<file path="src/rtl/pwm_period_counter_slave.sv">
// Purpose : slave PWM time-base; free-runs in UP/DOWN/UP_DOWN and reloads a clamped phase on master sync.
// Latency : one edge from accepted sync to loaded count; o_period_next is the same-cycle preview.
// Backpressure: none; i_en=0 freezes count state, and syncs arriving while frozen are dropped.
//
// Ports:
//   i_clk, i_reset        clock; asynchronous active-high reset
//   i_en                  count enable (cnt, dir and sync register hold when low)
//   i_mode                00 OFF, 01 UP, 10 DOWN, 11 UP_DOWN
//   i_period              terminal count value
//   i_phase, i_phase_dir  count and UP_DOWN direction loaded on an accepted sync
//   i_sync_in, i_sync_in_en   incoming sync pulse and its accept gate
//   i_sync_out_en         gate for o_sync
//   o_period              counter register
//   o_period_next         value the counter takes on the next enabled edge
//   o_sync                high while the counter sits at i_period (daisy-chain sync)
//   o_sync_event          one-cycle pulse: a sync was accepted on the last edge
//   o_phase_err           one-cycle pulse: the accepted sync disagreed with free-run count
module pwm_period_counter_slave #(
    parameter int WIDTH = 16
) (
    input  logic             i_clk,
    input  logic             i_reset,
    input  logic             i_en,
    input  logic [1:0]       i_mode,
    input  logic [WIDTH-1:0] i_period,
    input  logic [WIDTH-1:0] i_phase,
    input  logic             i_phase_dir,
    input  logic             i_sync_in,
    input  logic             i_sync_in_en,
    input  logic             i_sync_out_en,
    output logic [WIDTH-1:0] o_period,
    output logic [WIDTH-1:0] o_period_next,
    output logic             o_sync,
    output logic             o_sync_event,
    output logic             o_phase_err
);

    typedef enum logic [1:0] {
        MODE_OFF     = 2'b00,
        MODE_UP      = 2'b01,
        MODE_DOWN    = 2'b10,
        MODE_UP_DOWN = 2'b11
    } mode_e;

    localparam logic [WIDTH-1:0] ONE = WIDTH'(1);

    // dir encoding: 0 counting up, 1 counting down (only meaningful in UP_DOWN)
    logic [WIDTH-1:0] cnt;
    logic             dir;
    logic             r_sync;

    logic [WIDTH-1:0] nat;
    logic             dir_nat;
    logic [WIDTH-1:0] ld;
    logic             accept;
    mode_e            mode;

    assign mode   = mode_e'(i_mode);
    assign accept = i_en & i_sync_in & i_sync_in_en & (mode != MODE_OFF);

    // A phase beyond the period would park the counter outside its range; clamp it.
    assign ld = (i_phase > i_period) ? i_period : i_phase;

    // Free-running next count, as if no sync were present.
    always_comb begin
        nat     = cnt;
        dir_nat = dir;
        unique case (mode)
            MODE_OFF: begin
                nat     = cnt;
                dir_nat = dir;
            end
            MODE_UP: begin
                // >= so a counter stranded above a freshly shrunk period wraps at once
                nat = (cnt >= i_period) ? '0 : cnt + ONE;
            end
            MODE_DOWN: begin
                // a stranded counter above the period simply keeps decrementing
                nat = (cnt == '0) ? i_period : cnt - ONE;
            end
            MODE_UP_DOWN: begin
                if (i_period == '0) begin
                    nat = '0;
                end else if (!dir) begin
                    if (cnt >= i_period) begin
                        nat     = cnt - ONE;
                        dir_nat = 1'b1;
                    end else begin
                        nat = cnt + ONE;
                    end
                end else begin
                    if (cnt == '0) begin
                        nat     = ONE;
                        dir_nat = 1'b0;
                    end else begin
                        nat = cnt - ONE;
                    end
                end
            end
            default: begin
                nat     = cnt;
                dir_nat = dir;
            end
        endcase
    end

    // Sync wins over any wrap or turn-around on the same edge.
    assign o_period_next = accept ? ld : nat;

    always_ff @(posedge i_clk or posedge i_reset) begin
        if (i_reset) begin
            cnt    <= '0;
            dir    <= 1'b0;
            r_sync <= 1'b0;
        end else if (i_en) begin
            cnt    <= o_period_next;
            dir    <= accept ? i_phase_dir : dir_nat;
            r_sync <= (o_period_next == i_period);
        end
    end

    // Status pulses are sampled every edge so they always clear after one cycle,
    // even while counting is disabled.
    always_ff @(posedge i_clk or posedge i_reset) begin
        if (i_reset) begin
            o_sync_event <= 1'b0;
            o_phase_err  <= 1'b0;
        end else begin
            o_sync_event <= accept;
            o_phase_err  <= accept & (nat != ld);
        end
    end

    assign o_period = cnt;
    assign o_sync   = r_sync & i_sync_out_en;

endmodule

</file>
<file path="config.mk">
export PLATFORM = sky130hd
export DESIGN_NAME = pwm_period_counter_slave
export DESIGN_NICKNAME = d
export VERILOG_FILES = /design/src/rtl/pwm_period_counter_slave.sv
export SDC_FILE = /design/constraint.sdc
export NUM_CORES = 1
export LEC_CHECK = 0
export CORE_AREA = 10 10 103 105
export CTS_BUF_LIST = sky130_fd_sc_hd__clkbuf_16
export DETAILED_ROUTE_END_ITERATION = 10
export DIE_AREA = 0 0 113 115
export HOLD_SLACK_MARGIN = 0.03
export PLACE_DENSITY = 0.79
export SLEW_MARGIN = 20
export SYNTH_ARGS = -nofsm -noshare
export SYNTH_HDL_FRONTEND = slang
export SYNTH_SLANG_ARGS = --single-unit
</file>
<file path="constraint.sdc">
create_clock -name i_clk -period 3.2 [get_ports i_clk]
set_input_delay 0.32 -clock i_clk [delete_from_list [all_inputs] [get_ports i_clk]]
set_output_delay 0.32 -clock i_clk [all_outputs]
set_load 0.005 [all_outputs]
</file>
==> results of run 1 <==
cell families after synthesis:
kind of cell,after synthesis
buf+inv,69
fa+ha+maj,35
xor+xnor,53
simple gates,193
mux,37
flops,20
compound gates,137
per-layer routing:
metal,track usage,GRT overflow
met4,0.806,75
met1,0.702,1
met3,0.624,0
met2,0.876,108
met5,0.170,0
Yosys cell counts, drive strengths merged (8+ instances only):
cell	number
nand2	47
ha	35
xnor2	34
nor2	31
a21oi	29
o21ai	29
inv	27
mux2i	26
nor4	22
buf	21
clkbuf	21
dfrtp	20
xor2	19
nand4	16
nand3	13
nor3	13
mux2	11
a31oi	10
and4	9
and3	8
through the flow:
step	cells	TNS, ns
after floorplan	544	-0.00445
after global placement	875	-23.07
after detailed placement	875	-27.37
after CTS	942	-2.48
timing repair:
item | 4_1_cts
resized for setup | 259
endpoints found under the setup margin | 34
buffers inserted | 63
cloned | 2
hold endpoints to repair | 0
pin swaps | 69
hold buffers | 0
==> results by group, run 1 <==
Placement
  – Pre-CTS setup slack: -1.14 ns
  – Placer Congestion: 1.05
  – I/O Buffers: 75
  – Final HPWL DP: 16.5 mm
  – Placed cell areas: 6390 um^2

Timing
  – Worst EP Category: register data pin
  – Worst_ep grt: r_sync$_DFFE_PP0P_/D

Clock network
  – CTS Sinks: 20
  – CTS Buffer Depth: 2
  – Number of buffers created by CTS: 3
  – H-tree levels: 1
  – CTS root buf: clkbuf_16

Synthesis
  – Proportion of synthesized area in mux cells: 0.0908
  – Post-Syn Instances: 544
  – Adder-Cell Fraction of Synth Area: 0.104
  – Seq/Total Area, Yosys: 0.118
  – Syn. warnings: 0
  – Synth Area per Inst: 7.77 um^2
  – Post-Synthesis Cell Area: 4230 um^2
  – Xor and xnor area share after synthesis: 0.110
  – Register bit total from synthesis: 20
  – Primary FF master, synth: dfrtp_1
  – Share of flip-flops with an asynchronous set or reset: 1.00
  – Synth area leaders: dfrtp_1 12%, ha_1 10%, xnor2_1 7.0%
  – Leading area contributor after synthesis: dfrtp_1
  – Top cell type's share of synthesized area: 0.118
  – Simple-gate share of the synthesized area: 0.267
  – Netlist cell types: 82
  – Largest family of logic cells by synthesized area: simple AND/OR/NAND/NOR gates
  – Synth Area in Compound Gates: 0.239
  – Number of synthesized flops with an enable pin: 0
  – Syn nets: 620

Die
  – Ports: 76
  – Effective utilization at floorplan: 0.495
  – Die Ht: 115 um
  – Width of the die: 113 um
  – Row cnt: 34

Global route
  – Largest net degree at the start of global routing: 27
  – Total gr overflow: 184
  – Total global-route track usage: 0.733

Run status
  – Status: aborted with a tool error
  – Log Error: [ERROR GRT-0232] Routing congestion too high. Check the congestion heatmap in the GUI.
  – Stopped at: 5_1_grt
==> run 2: changes to the inputs <==
==> config.mk (replaced) <==
export PLATFORM = sky130hd
export DESIGN_NAME = pwm_period_counter_slave
export DESIGN_NICKNAME = d
export VERILOG_FILES = /design/src/rtl/pwm_period_counter_slave.sv
export SDC_FILE = /design/constraint.sdc
export NUM_CORES = 1
export LEC_CHECK = 0
export CORE_AREA = 10 10 121 123
export DETAILED_ROUTE_END_ITERATION = 10
export DIE_AREA = 0 0 131 133
export PLACE_DENSITY_LB_ADDON = 0.15
export SLEW_MARGIN = 20
export SYNTH_ARGS = -nofsm -noshare
export SYNTH_HDL_FRONTEND = slang
export SYNTH_SLANG_ARGS = --single-unit
==> constraint.sdc (replaced) <==
create_clock -name i_clk -period 4.2 [get_ports i_clk]
set_input_delay 0.42 -clock i_clk [delete_from_list [all_inputs] [get_ports i_clk]]
set_output_delay 0.42 -clock i_clk [all_outputs]
set_load 0.005 [all_outputs]
==> run 2 against run 1 <==
Effect of this change: the run now ends clean; synthesized area unchanged; synthesized cell count unchanged.
==> results by group, run 2 <==
Global route
  – Total global-route track usage: 0.238
  – Grt met2 use: 0.394
  – M3 GR Usage: 0.0312
  – Initial antenna violation count: 0
  – Largest net degree at the start of global routing: 27
  – GR met1 Demand/Resource: 0.307
  – Total gr overflow: 0
  – First-pass GRT wire length: 31.8 mm
  – Vias in the first global route: 5387
  – Most Used Layer, Global Route: met2

Detailed routing
  – Initial DRC count: 593
  – First-pass DRT Iterations: 6
  – Drt wl/cell: 23.3 um
  – DR vias: 5322
  – # DRC: 0
  – Final WL: 21.2 mm
  – Post-DR vias/cell: 5.86
  – Detail Route Antenna Nets: 0

Cells and area
  – Diodes inserted: 0
  – Filler Cell Count: 1211
  – Area Overhead vs Synth: 54.5%
  – Max reg flops: 16
  – Most frequent cells in the layout: 152 x buf_4, 63 x clkdlybuf4s50_1, 45 x nand2_1
  – Area of the multi-input gates: 3660 um^2
  – Layout cells sized above 1: 0.319
  – NumNets Final: 813
  – Most common cell after layout, fill and taps aside: buf_4
  – FF/Latch Area: 500 um^2
  – Final cell count without fillers: 908

Worst setup path
  – WP data arrival: 3.78 ns
  – Crit end category: primary output
  – Setup CP Type: in -> out
  – End point of the critical path: o_period_next[11]
  – Flop-to-flop setup slack: 0.34 ns
  – Crit path launch: i_period[15]
  – Worst Path Required: 3.78 ns
  – FF-to-FF path depth: 15
  – Reg-to-Reg End: o_phase_err$_DFF_PP0_
  – CP Max Fanout: 6
  – Worst reg2reg startpoint: o_period[11]$_DFFE_PP0P_
  – Worst Setup Start Kind: input port

Synthesis
  – Synth Area per Inst: 7.77 um^2
  – Number of synthesized flops with an enable pin: 0
  – Primary FF master, synth: dfrtp_1
  – Most frequent cells after synthesis: 46 x nand2_1, 35 x ha_1, 34 x xnor2_1
  – Share of flip-flops with an asynchronous set or reset: 1.00
  – Syn. warnings: 0
  – Register bit total from synthesis: 20
  – Top cell type's share of synthesized area: 0.118
  – Most instantiated library cell after synthesis: nand2_1
  – Netlist cell types: 82
  – Seq/Total Area, Yosys: 0.118
  – Syn nets: 620
  – Leading area contributor after synthesis: dfrtp_1
  – Post-Syn Instances: 544
  – Post-Synthesis Cell Area: 4230 um^2
  – Synth area leaders: dfrtp_1 12%, ha_1 10%, xnor2_1 7.0%

Clock network
  – CTS root buf: clkbuf_16
  – Post-CTS Hold Buffers: 0
  – CTS Sinks: 20
  – CTS Buffer Depth: 2
  – Number of buffers created by CTS: 3
  – Clock Latency Late Sink: 0.28 ns
  – Clock slew at reported path FFs: 0.07 ns
  – CTS tree: built
  – H-tree levels: 1

Timing
  – Final TNS setup: 0 ns
  – Slew margin rel.: 0.333
  – Worst Max-Slew Pin Slew: 0.999 ns
  – Crit path time final: 4.20 ns
  – Fmax: 238 MHz
  – Final Hold Fails: 0
  – Pins Over Slew Limit: 0
  – Setup violations, final: 0
  – Worst setup margin: 0.00499 ns
  – Tcrit/Tclk final: 0.999
  – Setup Skew: 0.00994 ns
  – Unrepaired setup endpoints after global routing: yes

Placement
  – Pre-CTS setup slack: -0.252 ns
  – Final HPWL DP: 17.1 mm
  – Placed Cells: 897
  – I/O Buffers: 75
  – Placer Congestion: 1.01

Die
  – Effective utilization at floorplan: 0.342
  – Width of the die: 131 um
  – Ports: 76
  – Total die area: 17400 um^2
  – Core ar.: 12400 um^2
  – Row cnt: 41
  – Die Ht: 133 um

Power and ir drop
  – Leakage: 2.88 nW
  – Worst vdd ir: 0.000276 V
  – Tot Pwr: 0.00328 W
  – PwrDens: 502 nW/um^2

Run
  – # Max-Cap Violations: 0

Hold path
  – Hold WC Path Type: reg -> reg

Run status
  – Status: completed
run 2: cell counts after synthesis:
No cell type changed its count.
run 2: worst min path at each step:
| stage | start | end | depth (start not counted) |
|---|---|---|---|
| after detailed placement | r_sync$_DFFE_PP0P_ | r_sync$_DFFE_PP0P_ | 2 |
| after global routing | r_sync$_DFFE_PP0P_ | r_sync$_DFFE_PP0P_ | 2 |
| final | r_sync$_DFFE_PP0P_ | r_sync$_DFFE_PP0P_ | 2 |
| after CTS | r_sync$_DFFE_PP0P_ | r_sync$_DFFE_PP0P_ | 2 |
| after floorplan | i_reset | dir$_DFFE_PP0P_ | 1 |
| after global placement | r_sync$_DFFE_PP0P_ | r_sync$_DFFE_PP0P_ | 2 |
run 2: per-stage QoR:
stage | utilization | instance area, um^2 | hold slack (ns)
2_1_floorplan | - | 4230 | 0.384
3_5_place_dp | 0.496 | 6130 | 0.477
5_1_grt | 0.529 | 6540 | 0.538
6_report | 0.529 | 6540 | 0.506
3_3_place_gp | 0.496 | 6130 | 0.485
4_1_cts | 0.516 | 6370 | 0.505
run 2: worst max-delay path, cell delays in order:
cell and delay (ns):
clkdlybuf4s50_1 0.48, inv_1 0.06, ha_1 0.33, nand4_2 0.19, nor4_4 0.38, buf_4 0.18, o31a_4 0.22, or4_4 0.21
nand2_4 0.10, o31ai_2 0.28, o21ai_2 0.13, mux2i_2 0.26, clkdlybuf4s50_1 0.56
run 2: report_power, final:
group / leakage (nW) / internal (W) / total, W / switching (W)
clock: 0.0511 / 0.000191 / 0.000306 / 0.000116
combinational: 2.58 / 0.00128 / 0.00260 / 0.00132
sequential: 0.253 / 0.000259 / 0.000379 / 0.000121
total: 2.88 / 0.00173 / 0.00328 / 0.00156
run 2: routing by layer:
layer,up-vias,part of all wire
met1,2551,0.42
met5,-,0
met2,282,0.47
met3,53,0.072
li1,2436,-
met4,0,0.033
run 2: logic make-up (layout without fill, tap and decap cells):
kind of cell / Yosys count / count (layout) / share of synthesized area
buffers and inverters: 69 / 261 / 0.0713
xor gates and xnor gates: 53 / 53 / 0.110
adders and majority gates: 35 / 35 / 0.104
and+or+nand+nor: 193 / 193 / 0.267
muxes: 37 / 37 / 0.0908
AOI/OAI and AO/OA: 137 / 137 / 0.239
DFF: 20 / 20 / 0.118
run 2: layout make-up:
cell class	instances	share of cell area
tap	172	0.0329
inverter	27	0.0155
multi-input combinational	455	0.560
timing repair buffer	230	0.299
sequential	20	0.0766
clock inverter	1	0.00460
clock buffer	3	0.0115
run 2: timing repair:
| item | CTS | global route |
|---|---|---|
| pin swaps | 7 | 9 |
| gates cloned | 0 | 0 |
| setup buffers | 4 | 3 |
| setup endpoints to repair | 16 | 14 |
| gates resized for setup | 34 | 32 |
(Power assumes the default switching activity.)
